File: src/rtl/uart_rx_param.sv
// rtl/uart_rx_param.sv - parametrised RS232 receiver with majority voting, parity, framing and break handling
module uart_rx_param #(
   parameter int CLKS_PER_BIT = 434,
   parameter int DATA_BITS    = 8,
   parameter int PARITY       = 0,
   parameter int STOP_BITS    = 1
) (
   input  logic                 CLK,
   input  logic                 RSTn,
   input  logic                 RX_Pin_In,
   input  logic                 RX_En_Sig,
   output logic [DATA_BITS-1:0] RX_Data,
   output logic                 RX_Done_Sig,
   output logic                 Parity_Err,
   output logic                 Frame_Err,
   output logic                 RX_Busy
);

   localparam int CW = $clog2(CLKS_PER_BIT);
   localparam logic [CW-1:0] CNT_LAST = CW'(CLKS_PER_BIT - 1);
   localparam logic [CW-1:0] CNT_PRE  = CW'(CLKS_PER_BIT / 2 - 1);
   localparam logic [CW-1:0] CNT_MID  = CW'(CLKS_PER_BIT / 2);
   localparam logic [CW-1:0] CNT_MAJ  = CW'(CLKS_PER_BIT / 2 + 1);
   localparam logic [3:0]    LAST_DATA = 4'(DATA_BITS - 1);
   localparam logic [3:0]    LAST_STOP = 4'(STOP_BITS - 1);

   typedef enum logic [2:0] {
      S_IDLE, S_START, S_DATA, S_PARITY, S_STOP, S_DONE, S_BREAK
   } state_t;

   state_t               state, state_n;
   logic                 rx_meta, rx_s, rx_s_d;
   logic [CW-1:0]        cnt;
   logic [3:0]           bit_idx;
   logic                 samp_a, samp_b;
   logic [DATA_BITS-1:0] shreg;
   logic                 perr, ferr;
   logic                 fall, at_wrap, at_maj, maj, par_x;

   assign fall    = rx_s_d & ~rx_s;
   assign at_wrap = (cnt == CNT_LAST);
   assign at_maj  = (cnt == CNT_MAJ);
   // third vote is the live sample taken at MID+1
   assign maj     = (samp_a & samp_b) | (samp_a & rx_s) | (samp_b & rx_s);
   assign par_x   = (^shreg) ^ maj;
   assign RX_Busy = (state != S_IDLE);

   // two-flop synchroniser plus one delayed copy for falling-edge detection
   always_ff @(posedge CLK or negedge RSTn) begin
      if (!RSTn) begin
         rx_meta <= 1'b1;
         rx_s    <= 1'b1;
         rx_s_d  <= 1'b1;
      end else begin
         rx_meta <= RX_Pin_In;
         rx_s    <= rx_meta;
         rx_s_d  <= rx_s;
      end
   end

   // state register
   always_ff @(posedge CLK or negedge RSTn) begin
      if (!RSTn) state <= S_IDLE;
      else       state <= state_n;
   end

   // next-state logic; stop leaves at the vote point so a following start edge is not missed
   always_comb begin
      state_n = state;
      case (state)
         S_IDLE:   if (RX_En_Sig && fall) state_n = S_START;
         S_START: begin
            if (at_maj && maj)  state_n = S_IDLE;
            else if (at_wrap)   state_n = S_DATA;
         end
         S_DATA:   if (at_wrap && bit_idx == LAST_DATA)
                      state_n = (PARITY != 0) ? S_PARITY : S_STOP;
         S_PARITY: if (at_wrap) state_n = S_STOP;
         S_STOP:   if (at_maj && bit_idx == LAST_STOP) state_n = S_DONE;
         S_DONE:   state_n = rx_s ? S_IDLE : S_BREAK;
         S_BREAK:  if (rx_s) state_n = S_IDLE;
         default:  state_n = S_IDLE;
      endcase
   end

   // bit timing, vote sampling, shift register, error flags and output registers
   always_ff @(posedge CLK or negedge RSTn) begin
      if (!RSTn) begin
         cnt         <= '0;
         bit_idx     <= '0;
         samp_a      <= 1'b1;
         samp_b      <= 1'b1;
         shreg       <= '0;
         perr        <= 1'b0;
         ferr        <= 1'b0;
         RX_Data     <= '0;
         RX_Done_Sig <= 1'b0;
         Parity_Err  <= 1'b0;
         Frame_Err   <= 1'b0;
      end else begin
         RX_Done_Sig <= 1'b0;
         if (cnt == CNT_PRE) samp_a <= rx_s;
         if (cnt == CNT_MID) samp_b <= rx_s;
         case (state)
            S_START, S_DATA, S_PARITY, S_STOP: cnt <= at_wrap ? '0 : cnt + CW'(1);
            default:                            cnt <= '0;
         endcase
         case (state)
            S_IDLE: begin
               bit_idx <= '0;
               perr    <= 1'b0;
               ferr    <= 1'b0;
            end
            S_DATA: begin
               if (at_maj)  shreg   <= {maj, shreg[DATA_BITS-1:1]};
               if (at_wrap) bit_idx <= (bit_idx == LAST_DATA) ? 4'd0 : bit_idx + 4'd1;
            end
            S_PARITY: begin
               if (at_maj) perr <= (PARITY == 1) ? ~par_x : par_x;
            end
            S_STOP: begin
               if (at_wrap) bit_idx <= bit_idx + 4'd1;
               if (at_maj) begin
                  if (!maj) ferr <= 1'b1;
                  if (bit_idx == LAST_STOP) begin
                     RX_Done_Sig <= 1'b1;
                     RX_Data     <= shreg;
                     Parity_Err  <= (PARITY == 0) ? 1'b0 : perr;
                     Frame_Err   <= ferr | ~maj;
                  end
               end
            end
            default: ;
         endcase
      end
   end

endmodule

File: config.mk
export PLATFORM = sky130hd
export DESIGN_NAME = uart_rx_param
export DESIGN_NICKNAME = d
export VERILOG_FILES = /design/src/rtl/uart_rx_param.sv
export SDC_FILE = /design/constraint.sdc
export NUM_CORES = 1
export LEC_CHECK = 0
export BUFFER_PORTS_ARGS = -buffer_cell sky130_fd_sc_hd__buf_2
export CELL_PAD_IN_SITES_DETAIL_PLACEMENT = 1
export CELL_PAD_IN_SITES_GLOBAL_PLACEMENT = 2
export CORE_UTILIZATION = 30
export DETAILED_ROUTE_END_ITERATION = 12
export PLACE_DENSITY = 0.6
export SLEW_MARGIN = 25
export SYNTH_ARGS = -nofsm -noshare
export SYNTH_HDL_FRONTEND = slang
export SYNTH_SLANG_ARGS = --single-unit
File: constraint.sdc
create_clock -name CLK -period 2.4 [get_ports CLK]
set_clock_uncertainty 0.2 [all_clocks]
set_input_delay 0.24 -clock CLK [delete_from_list [all_inputs] [get_ports CLK]]
set_output_delay 0.24 -clock CLK [all_outputs]
set_load 0.02 [all_outputs]
; Yosys cells after proc, flatten, opt, wreduce, memory -nomap -nowiden
; Cells that the tools add are included.
[word_totals]
wordCells = 81
inputBits = 4
output_inout_bits = 12
ff_bits = 40
[classes]
n_eq_ne = 21
add_sub_neg = 2
muxes = 21
n_bitwise = 9
n_reduce_logical = 15
[ops]
columns = op, count
row1 = "equality test 9 x 8 -> 1 bit, second input constant", 3
row2 = two-way mux 3 bit, 8
row3 = case mux 3 bit (7 select lines), 1
row4 = two-way mux 9 bit, 2
row5 = "!= test 2 bit, second input constant", 9
row6 = two-way mux 4 bit, 3
row7 = case mux 4 bit (3 select lines), 1
row8 = "adder 9 x 1 -> 9 bit, second input constant", 1
row9 = "equality test 3 bit, second input constant", 3
row10 = "equality test 9 bit, second input constant", 1
row11 = AND reduction 3 bit, 3
row12 = "equality test 3 x 2 -> 1 bit, second input constant", 2
row13 = AND reduction 6 bit, 1
row14 = nonzero test 3 bit, 2
row15 = two-way mux 1 bit, 5
row16 = "adder 4 x 1 -> 4 bit, second input constant", 1
row17 = AND 1 bit, 4
row18 = "equality test 4 x 3 -> 1 bit, second input constant", 1
row19 = logical AND 1 bit, 4
row20 = logical NOT 4 bit, 1
row21 = OR reduction 4 bit, 1
row22 = "equality test 3 x 1 -> 1 bit, second input constant", 1
row23 = logical NOT 3 bit, 1
row24 = "!= test 3 bit, second input constant", 1
row25 = other kinds (5), 8

; Logic depth before layout (Yosys ltp)
; Gate-level depths: netlist (run 1).
[depth]
word_depth = 6
ltp_mapped = 7
mapped_depth_nobuf = 7

; Worst setup path after synthesis (run 1)
; OpenSTA, ideal clock, no wires.
[synth_timing]
path_kind = reg2reg
from = reg cnt[1]
to = reg state[0]
path_slack_ns = 0.277
path_stages_with_launch = 8
arrival_ns = 1.798
synth_period_minus_slack_ns = 2.123
required_ns = 2.075
setup_ns = 0.125
n_path_buf = 0
cell_sequence = dfrtp_1 > inv_1 > ha_1 > and4b_1 > a41o_1 > a311o_1 > nand4_1 > mux2_2
[synth_between]
elab_chain_cells = 4
elab_cells_between_ends = 12
cone_classes = 6 x eq/ne / 2 x mux / 4 x reduce/logical
[synth_rtl]
columns = element, line
row1 = "start, declared", 33  ; logic [CW-1:0] cnt;
row2 = "start signal, assigned", 105  ; S_START, S_DATA, S_PARITY, S_STOP: cnt <= at_wrap ? '0 : cnt + CW'(1);
row3 = equality test 9 x 8 -> 1 bit / equality test 9 bit (equally long branches), "42, 41"
row4 = "logical AND 1 bit, on equally long branches", "73, 76, 79"
row5 = != test 3 bit (no source line) (tied with other cells), --
row6 = AND reduction 6 bit (no source line) / case mux 3 bit (7 select lines) (equally long branches), --
row7 = "end signal, assigned", 64  ; else state <= state_n;
row8 = "end, declared", 31  ; state_t state, state_n;
; Parallel ways exist; a longest one is shown, timed or not.
; A chain may end at the register's enable or synchronous reset.

; Worst setup path in the final report (run 1)
; Ends and elaborated chain as after synthesis.

==> summary.txt, run 1 <==
Status
  • Status: complete, no violations

Floorplan
  • Full die area: 6700 sq um
  • Core Box Area: about 6000 sq um
  • Chip height: a little over 80 um
  • Num rows: 28
  • Initial core utilization: a little under a third
  • Die Wd: 81.9 um
  • Io pins: 16

Setup path
  • Max incr delay on CP: ~0.44 ns
  • Bufs and invs on worst path: 1
  • Crit path max-delay family: compound AO/OA/AOI/OAI gates
  • Critical Path Source Type: register
  • WS Path Type: reg -> reg
  • Worst endpoint required time: 2.38 ns
  • CP max-delay cell: dfrtp_1
  • Critical Path AT: 2.26 ns
  • Crit path max fanout: 6
  • Crit-path cells: inv_1 > ha_1 > and4b_1 > a41o_1 > a311o_1 > nand4_1 > mux2_2
  • Critical Path End Type: register

Clocking
  • CTS root buffer: clkbuf_8
  • CTS tree: done
  • H-tree lvl count: 2
  • Clk Latency, worst-skew pair: roughly 0.29 ns
  • Clock Sinks: 40
  • CTS Buffer Depth: 2
  • TritonCTS buffer count: 5
  • CTS clk-pin slew, worst paths: around 0.080 ns

Timing
  • Least-Margin Pin Slew: 0.658 ns
  • Min Hold Slack: 0.162 ns
  • Fin. max-slew vios: 0
  • Setup TNS: 0 ns
  • Slew margin rel.: approximately 56%
  • Setup violations, final: 0
  • RSZ-0062 raised after global routing: false
  • Max frequency: 438 MHz
  • Fin. Hold Viols: 0
  • Final min period: between 2 and 2.5 ns
  • Crit share post-route: 95.1%

Yosys
  • Mapped Cells: 170
  • Area fraction of the dominant cell type after synthesis: a little under half
  • Fraction of registers with async set/reset: 100%
  • Yosys reg bits: 40
  • YS warnings: 0
  • Sequential fraction of the synthesis area: 52.6%
  • Primary FF master, synth: dfrtp_1
  • Ranking of synthesized cells by area: dfrtp_1 46%, mux2_2 11%, dfstp_2 6.9%, ha_1 3.9%, nor2_1 3.5%
  • Syn nets: 180
  • Yosys cell types: 43
  • Post-Synthesis Cell Area: 1910 sq um
  • Yosys top cell by area: dfrtp_1
  • Mean post-synth cell area: around 11 sq um
  • EDFF count, synth: 0

Global route
  • Largest net degree at the start of global routing: 22
  • Total track usage: 14.5%
  • Total grt overflow: 0
  • Antenna violations before repair: 0
  • Global-route wire length before repair: 7160 um
  • Vias in the first global route: 1,429

Run
  • # Max-Cap Violations: 0

Detailed routing
  • WL/cell: 15.4 um
  • DRC viols: 0
  • Initial DRC count: just under 60
  • Drt total wl: 4120 um
  • DRT antenna net count: 0
  • Vias: 1,302
  • TritonRoute pass-1 iters: 4
  • Vias per cell: a little under 5

Place
  • Hpwl dp: between 3000 and 4000 um
  • GPL Wtd Cong: 0.743
  • Port Buffers: 14
  • Placed insts: 258

Cells and area
  • Nets: 202
  • Synthesis-to-finish area growth: 14.7%
  • Diode count: 0
  • Commonest non-fill, non-tap cell in the layout: dfrtp_1
  • Fin cells: 268
  • Most frequent cells in the layout: 35 x dfrtp_1, 18 x mux2_2, 17 x nor2_1, 17 x nand2_1, 14 x buf_2
  • Share of post-route cells with drive strength above 1: between 20 and 30%

Pwr
  • Max IR drop VDD: 367 uV
  • Pwr dens: 674 nW/um^2
  • Pleak: 1.03 nW

Hold path
  • Tightest Hold Check Type: reg -> reg
## area by class of cell
class / instances / area [sq um]
clock buffers: 5 / 68.8
clock inverters: 3 / 23.8
fillers: 677 / 3830
inverters: 11 / 41.3
multi-input cells: 115 / 848
flip-flops and latches: 40 / 1010
well taps: 75 / 93.8
repair buffers: 19 / 113
## logic make-up after synthesis
group / after synthesis / share of synthesized area (%)
compound gates: 21 / 7.39
xor+xnor: 7 / 3.20
fa+ha+maj: 8 / 4.97
buf+inv: 15 / 3.20
flops: 40 / 52.6
mux: 20 / 11.6
other cells: 1 / 0.196
simple gates: 58 / 16.8
## per-stage QoR
stage	cell area [sq um]	utilization [%]	total power, mW	setup slack [ns]
global placement	2080	34.5	1.03	0.191
floorplan	1910	-	0.950	0.277
finish	2200	36.4	1.48	0.117
CTS	2190	36.4	1.51	0.0992
detailed placement	2080	34.5	1.04	0.121
global route	2200	36.4	1.58	0.00910
## layer usage
layer  wire length, um  global-route usage, %
met5                 0                      0
met4                69                   5.79
met3               111                   4.00
met2              2040                   23.0
met1              1910                   18.6
## power breakdown
group	internal, mW	switching (mW)
Sequential	0.706	0.0633
Combinational	0.0963	0.160
Clock	0.206	0.247
## final timing paths
kind / startpoint / end / slack, ns / depth (start not counted)
max: cnt[1]$_DFF_PN0_ / state[0]$_DFFE_PN0P_ / 0.12 / 7
min: rx_meta$_DFF_PN1_ / rx_s$_DFF_PN1_ / 0.16 / 0
max reg2reg: cnt[1]$_DFF_PN0_ / state[0]$_DFFE_PN0P_ / 0.12 / 7
min reg2reg: rx_meta$_DFF_PN1_ / rx_s$_DFF_PN1_ / 0.16 / 0
max in group asynchronous: RSTn / rx_s_d$_DFF_PN1_ / 1.05 / 3
min in group asynchronous: RSTn / bit_idx[2]$_DFFE_PN0P_ / 0.24 / 2
## synthesized netlist by cell type, types with 2 or more instances
cell	count
a41o_1	2
inv_1	11
dfrtp_1	35
nor2_1	18
a31oi_1	2
mux2_2	18
ha_1	6
nand2_1	17
nand4_1	3
mux2i_1	2
a21oi_1	5
nand3_1	4
xor2_1	6
dfstp_2	5
maj3_1	2
nor2b_1	2
clkbuf_1	2
o21ai_0	5
## flip-flops by register name, summed over array words and instances (netlist names), 3 cells and up
register  cells
RX_Data       8
bit_idx       4
cnt           9
shreg         8
state         3
## timing repair
action / in CTS / in global routing
endpoints found under the hold margin: 20 / 0
gates resized for setup: 0 / 1
setup endpoints to repair: 0 / 1
setup buffers: 0 / 0
hold buffers: 2 / 0
No activity file was read; power rests on OpenSTA's default activity.
==> run 2: changes to the inputs <==
--- a/config.mk
+++ b/config.mk
@@ -5,12 +5,12 @@
 export SDC_FILE = /design/constraint.sdc
 export NUM_CORES = 1
 export LEC_CHECK = 0
-export BUFFER_PORTS_ARGS = -buffer_cell sky130_fd_sc_hd__buf_2
 export CELL_PAD_IN_SITES_DETAIL_PLACEMENT = 1
 export CELL_PAD_IN_SITES_GLOBAL_PLACEMENT = 2
 export CORE_UTILIZATION = 30
 export DETAILED_ROUTE_END_ITERATION = 12
-export PLACE_DENSITY = 0.6
+export DONT_BUFFER_PORTS = 1
+export PLACE_DENSITY = 0.57
 export SLEW_MARGIN = 25
 export SYNTH_ARGS = -nofsm -noshare
 export SYNTH_HDL_FRONTEND = slang
==> run 2 against run 1 <==
  * Hold slack lost 0.0028 ns
  * Routed wire length shrank 0.36%
  * Setup slack lost 0.0014 ns
  * Sequential share of layout area grew 0.64 points
  * Count of clock-buffer cells in the layout is the same
  * Fmax is essentially flat
  * Non-clock buffer count shrank 13
  * Largest cell class unchanged
==> summary.txt, run 2 (synthesized netlist as in run 1, its figures left out) <==
Cells and area
  • Max FFs per register: 9 (unchanged)
  • Top reg by flops: cnt
  • Diode count: 0 (unchanged)
  • Layout fillers: 679 (+0.30%)
  • Nets: 189 (-6.4%)
  • Most frequent cells in the layout: 35 x dfrtp_1, 18 x nor2_1, 18 x mux2_2
  • Commonest non-fill, non-tap cell in the layout: dfrtp_1
  • Share of post-route cells with drive strength above 1: 22.2% (-5.8 points)
  • Top Registers: cnt: 9 flops, RX_Data: 8 flops, shreg: 8 flops
  • Fin cells: 255 (-4.9%)
  • Design Area, Final: 2170 sq um (-1.4%)
  • Synthesis-to-finish area growth: 13.1%

Place
  • Pre-CTS setup slack: 0.147 ns (+0.0260 ns)
  • Placement Cell Area: 2010 sq um (-3.4%)
  • Hpwl dp: 3020 um (-0.84%)
  • GPL Wtd Cong: 0.719 (-3.3%)
  • Port Buffers: 0 (-14)
  • Placed insts: 244 (-5.4%)

Timing
  • Final min period: 2.28 ns (+0.00136 ns)
  • Setup TNS: 0 ns (unchanged)
  • Max frequency: 438 MHz (about the same)
  • Setup violations, final: 0 (unchanged)
  • RSZ-0062 raised after global routing: false
  • Least-Margin Pin Slew: 0.677 ns (+0.0195 ns)
  • Fin. Hold Viols: 0 (unchanged)
  • Slew margin rel.: 54.6% (-1.3 points)
  • Post-route setup slack: 0.115 ns (-0.00136 ns)
  • Crit share post-route: 95.2% (about the same)
  • Fin. max-slew vios: 0 (unchanged)

Floorplan
  • Num rows: 28 (unchanged)
  • Chip height: 81.9 um (unchanged)
  • Die Wd: 81.9 um (unchanged)
  • Io pins: 16 (unchanged)
  • Core Box Area: 6030 sq um (unchanged)
  • Initial core utilization: 31.8% (unchanged)
  • Full die area: 6700 sq um (unchanged)

Clocking
  • Clock Sinks: 40 (unchanged)
  • CTS root buffer: clkbuf_8
  • CTS Buffer Depth: 2 (unchanged)
  • CTS clk-pin slew, worst paths: 0.09 ns (about the same)
  • CTS tree: done
  • TritonCTS buffer count: 5 (unchanged)
  • H-tree lvl count: 2 (unchanged)
  • Post-CTS setup buffers: 0 (unchanged)
  • Clk Latency, worst-skew pair: 0.29 ns (about the same)
  • Post-CTS Resized: 0 (unchanged)

Global route
  • Antenna violations before repair: 0 (unchanged)
  • Vias in the first global route: 1,432 (+0.21%)
  • Largest net degree at the start of global routing: 41 (+86%)
  • Total grt overflow: 0 (unchanged)
  • Global-route wire length before repair: 7010 um (-2.0%)
  • Total track usage: 14.0% (-0.52 points)

Pwr
  • Clock Power Share: 35.5% (+4.9 points)
  • Switching power: 0.474 mW (+0.67%)
  • Sw Share: 29.8% (-2.1 points)
  • Pwr dens: 735 nW/um^2 (+9.1%)
  • Max IR drop VDD: 298 uV (-19%)
  • Comb power frac: 16.3% (-1.1 points)
  • Sequential fraction of design power: 48.2% (-3.8 points)
  • Pleak: 0.983 nW (-4.7%)
  • Pint: 1.12 mW (+11%)

Setup path
  • WS Path Type: reg -> reg
  • Critical Path End Type: register
  • FF-to-FF path depth: 7 (unchanged)
  • Bufs and invs on worst path: 1 (unchanged)
  • Crit path max-delay family: compound AO/OA/AOI/OAI gates
  • Critical Path Source Type: register
  • CP Depth: 7 (unchanged)
  • Crit path max fanout: 6 (unchanged)
  • Worst endpoint required time: 2.37 ns (about the same)
  • Critical Path AT: 2.26 ns (about the same)
  • Crit-path cells: inv_1 > ha_1 > and4b_1 > a41o_1 > a311o_1 > nand4_1 > mux2_2
  • CP max-delay cell: dfrtp_1
  • Max incr delay on CP: 0.43 ns (about the same)

Detailed routing
  • Vias per cell: 5.06 (+4.1%)
  • Vias: 1,290 (-0.92%)
  • DRC viols: 0 (unchanged)
  • WL/cell: 16.1 um (+4.7%)
  • Initial DRC count: 20 (-66%)
  • TritonRoute pass-1 iters: 3 (-1)
  • Drt total wl: 4110 um (-0.36%)
  • DRT antenna net count: 0 (unchanged)

Run
  • # Max-Cap Violations: 0 (unchanged)

Status
  • Status: complete, no violations

Hold path
  • Hold Path Depth: 0 (unchanged)
  • Tightest Hold Check Type: reg -> reg
run 2: changes by cell type in the layout (fill, tap and decap cells not counted):
cell / before / now
clkinvlp_4: 2 / 1
inv_6: 0 / 1
nor2_2: 1 / 0
buf_12: 0 / 1
buf_2: 14 / 0
bufinv_16: 0 / 1
nor2_1: 17 / 18
clkinv_4: 1 / 0
run 2: metal layers:
layer,vias to the layer above,GRT usage [%],wire (um)
met1,667,17.0,1890
li1,604,-,-
met4,0,4.21,30
met2,15,23.8,2070
met3,4,4.00,116
met5,-,0,0
run 2: through the flow:
step / total power [mW] / util, % / hold WS (ns)
5_1_grt: 1.67 / 35.9 / 0.163
2_1_floorplan: 0.950 / - / -0.256
4_1_cts: 1.62 / 35.9 / 0.160
6_report: 1.59 / 35.9 / 0.159
3_5_place_dp: 1.03 / 33.4 / -0.254
3_3_place_gp: 1.02 / 33.4 / -0.254
run 2: power by group through the flow:
| stage | sequential, mW | clock [mW] | combinational, mW |
|---|---|---|---|
| 3_5_place_dp | 0.782 | 0 | 0.245 |
| 6_report | 0.767 | 0.565 | 0.260 |
| 5_1_grt | 0.772 | 0.609 | 0.292 |
| 4_1_cts | 0.768 | 0.583 | 0.267 |
| 2_1_floorplan | 0.749 | 0 | 0.201 |
| 3_3_place_gp | 0.778 | 0 | 0.242 |
run 2: worst register-to-register path, cell delays in order (launching register included):
cell and delay [ns]:
dfrtp_1 0.43, inv_1 0.09, ha_1 0.19, and4b_1 0.23
a41o_1 0.27, a311o_1 0.28, nand4_1 0.14, mux2_2 0.35
run 2: cell type report:
cell class                      count  area, sq um  share of cell area [%]
Sequential cell                    40         1010                    46.5
Multi-Input combinational cell    115          846                    39.1
Tap cell                           75         93.8                    4.33
Clock buffer                        5         68.8                    3.18
Timing Repair Buffer                6         62.6                    2.89
Clock inverter                      3         46.3                    2.14
Inverter                           11         41.3                    1.91
run 2: repair_timing:
| item | CTS | global route |
|---|---|---|
| hold endpoints to repair | 41 | 0 |
| setup endpoints to repair | 0 | 0 |
| hold buffers | 3 | 0 |
run 2: worst paths after layout:
| path | slack, ns | endpoint | start |
|---|---|---|---|
| max in group asynchronous | 1.50 | rx_s$_DFF_PN1_ | RSTn |
| setup reg to reg | 0.12 | state[0]$_DFFE_PN0P_ | cnt[1]$_DFF_PN0_ |
| setup / recovery | 0.12 | state[0]$_DFFE_PN0P_ | cnt[1]$_DFF_PN0_ |
| hold / removal | 0.16 | rx_s$_DFF_PN1_ | rx_meta$_DFF_PN1_ |
| hold reg to reg | 0.16 | rx_s$_DFF_PN1_ | rx_meta$_DFF_PN1_ |
| min in group asynchronous | 0.24 | state[0]$_DFFE_PN0P_ | RSTn |
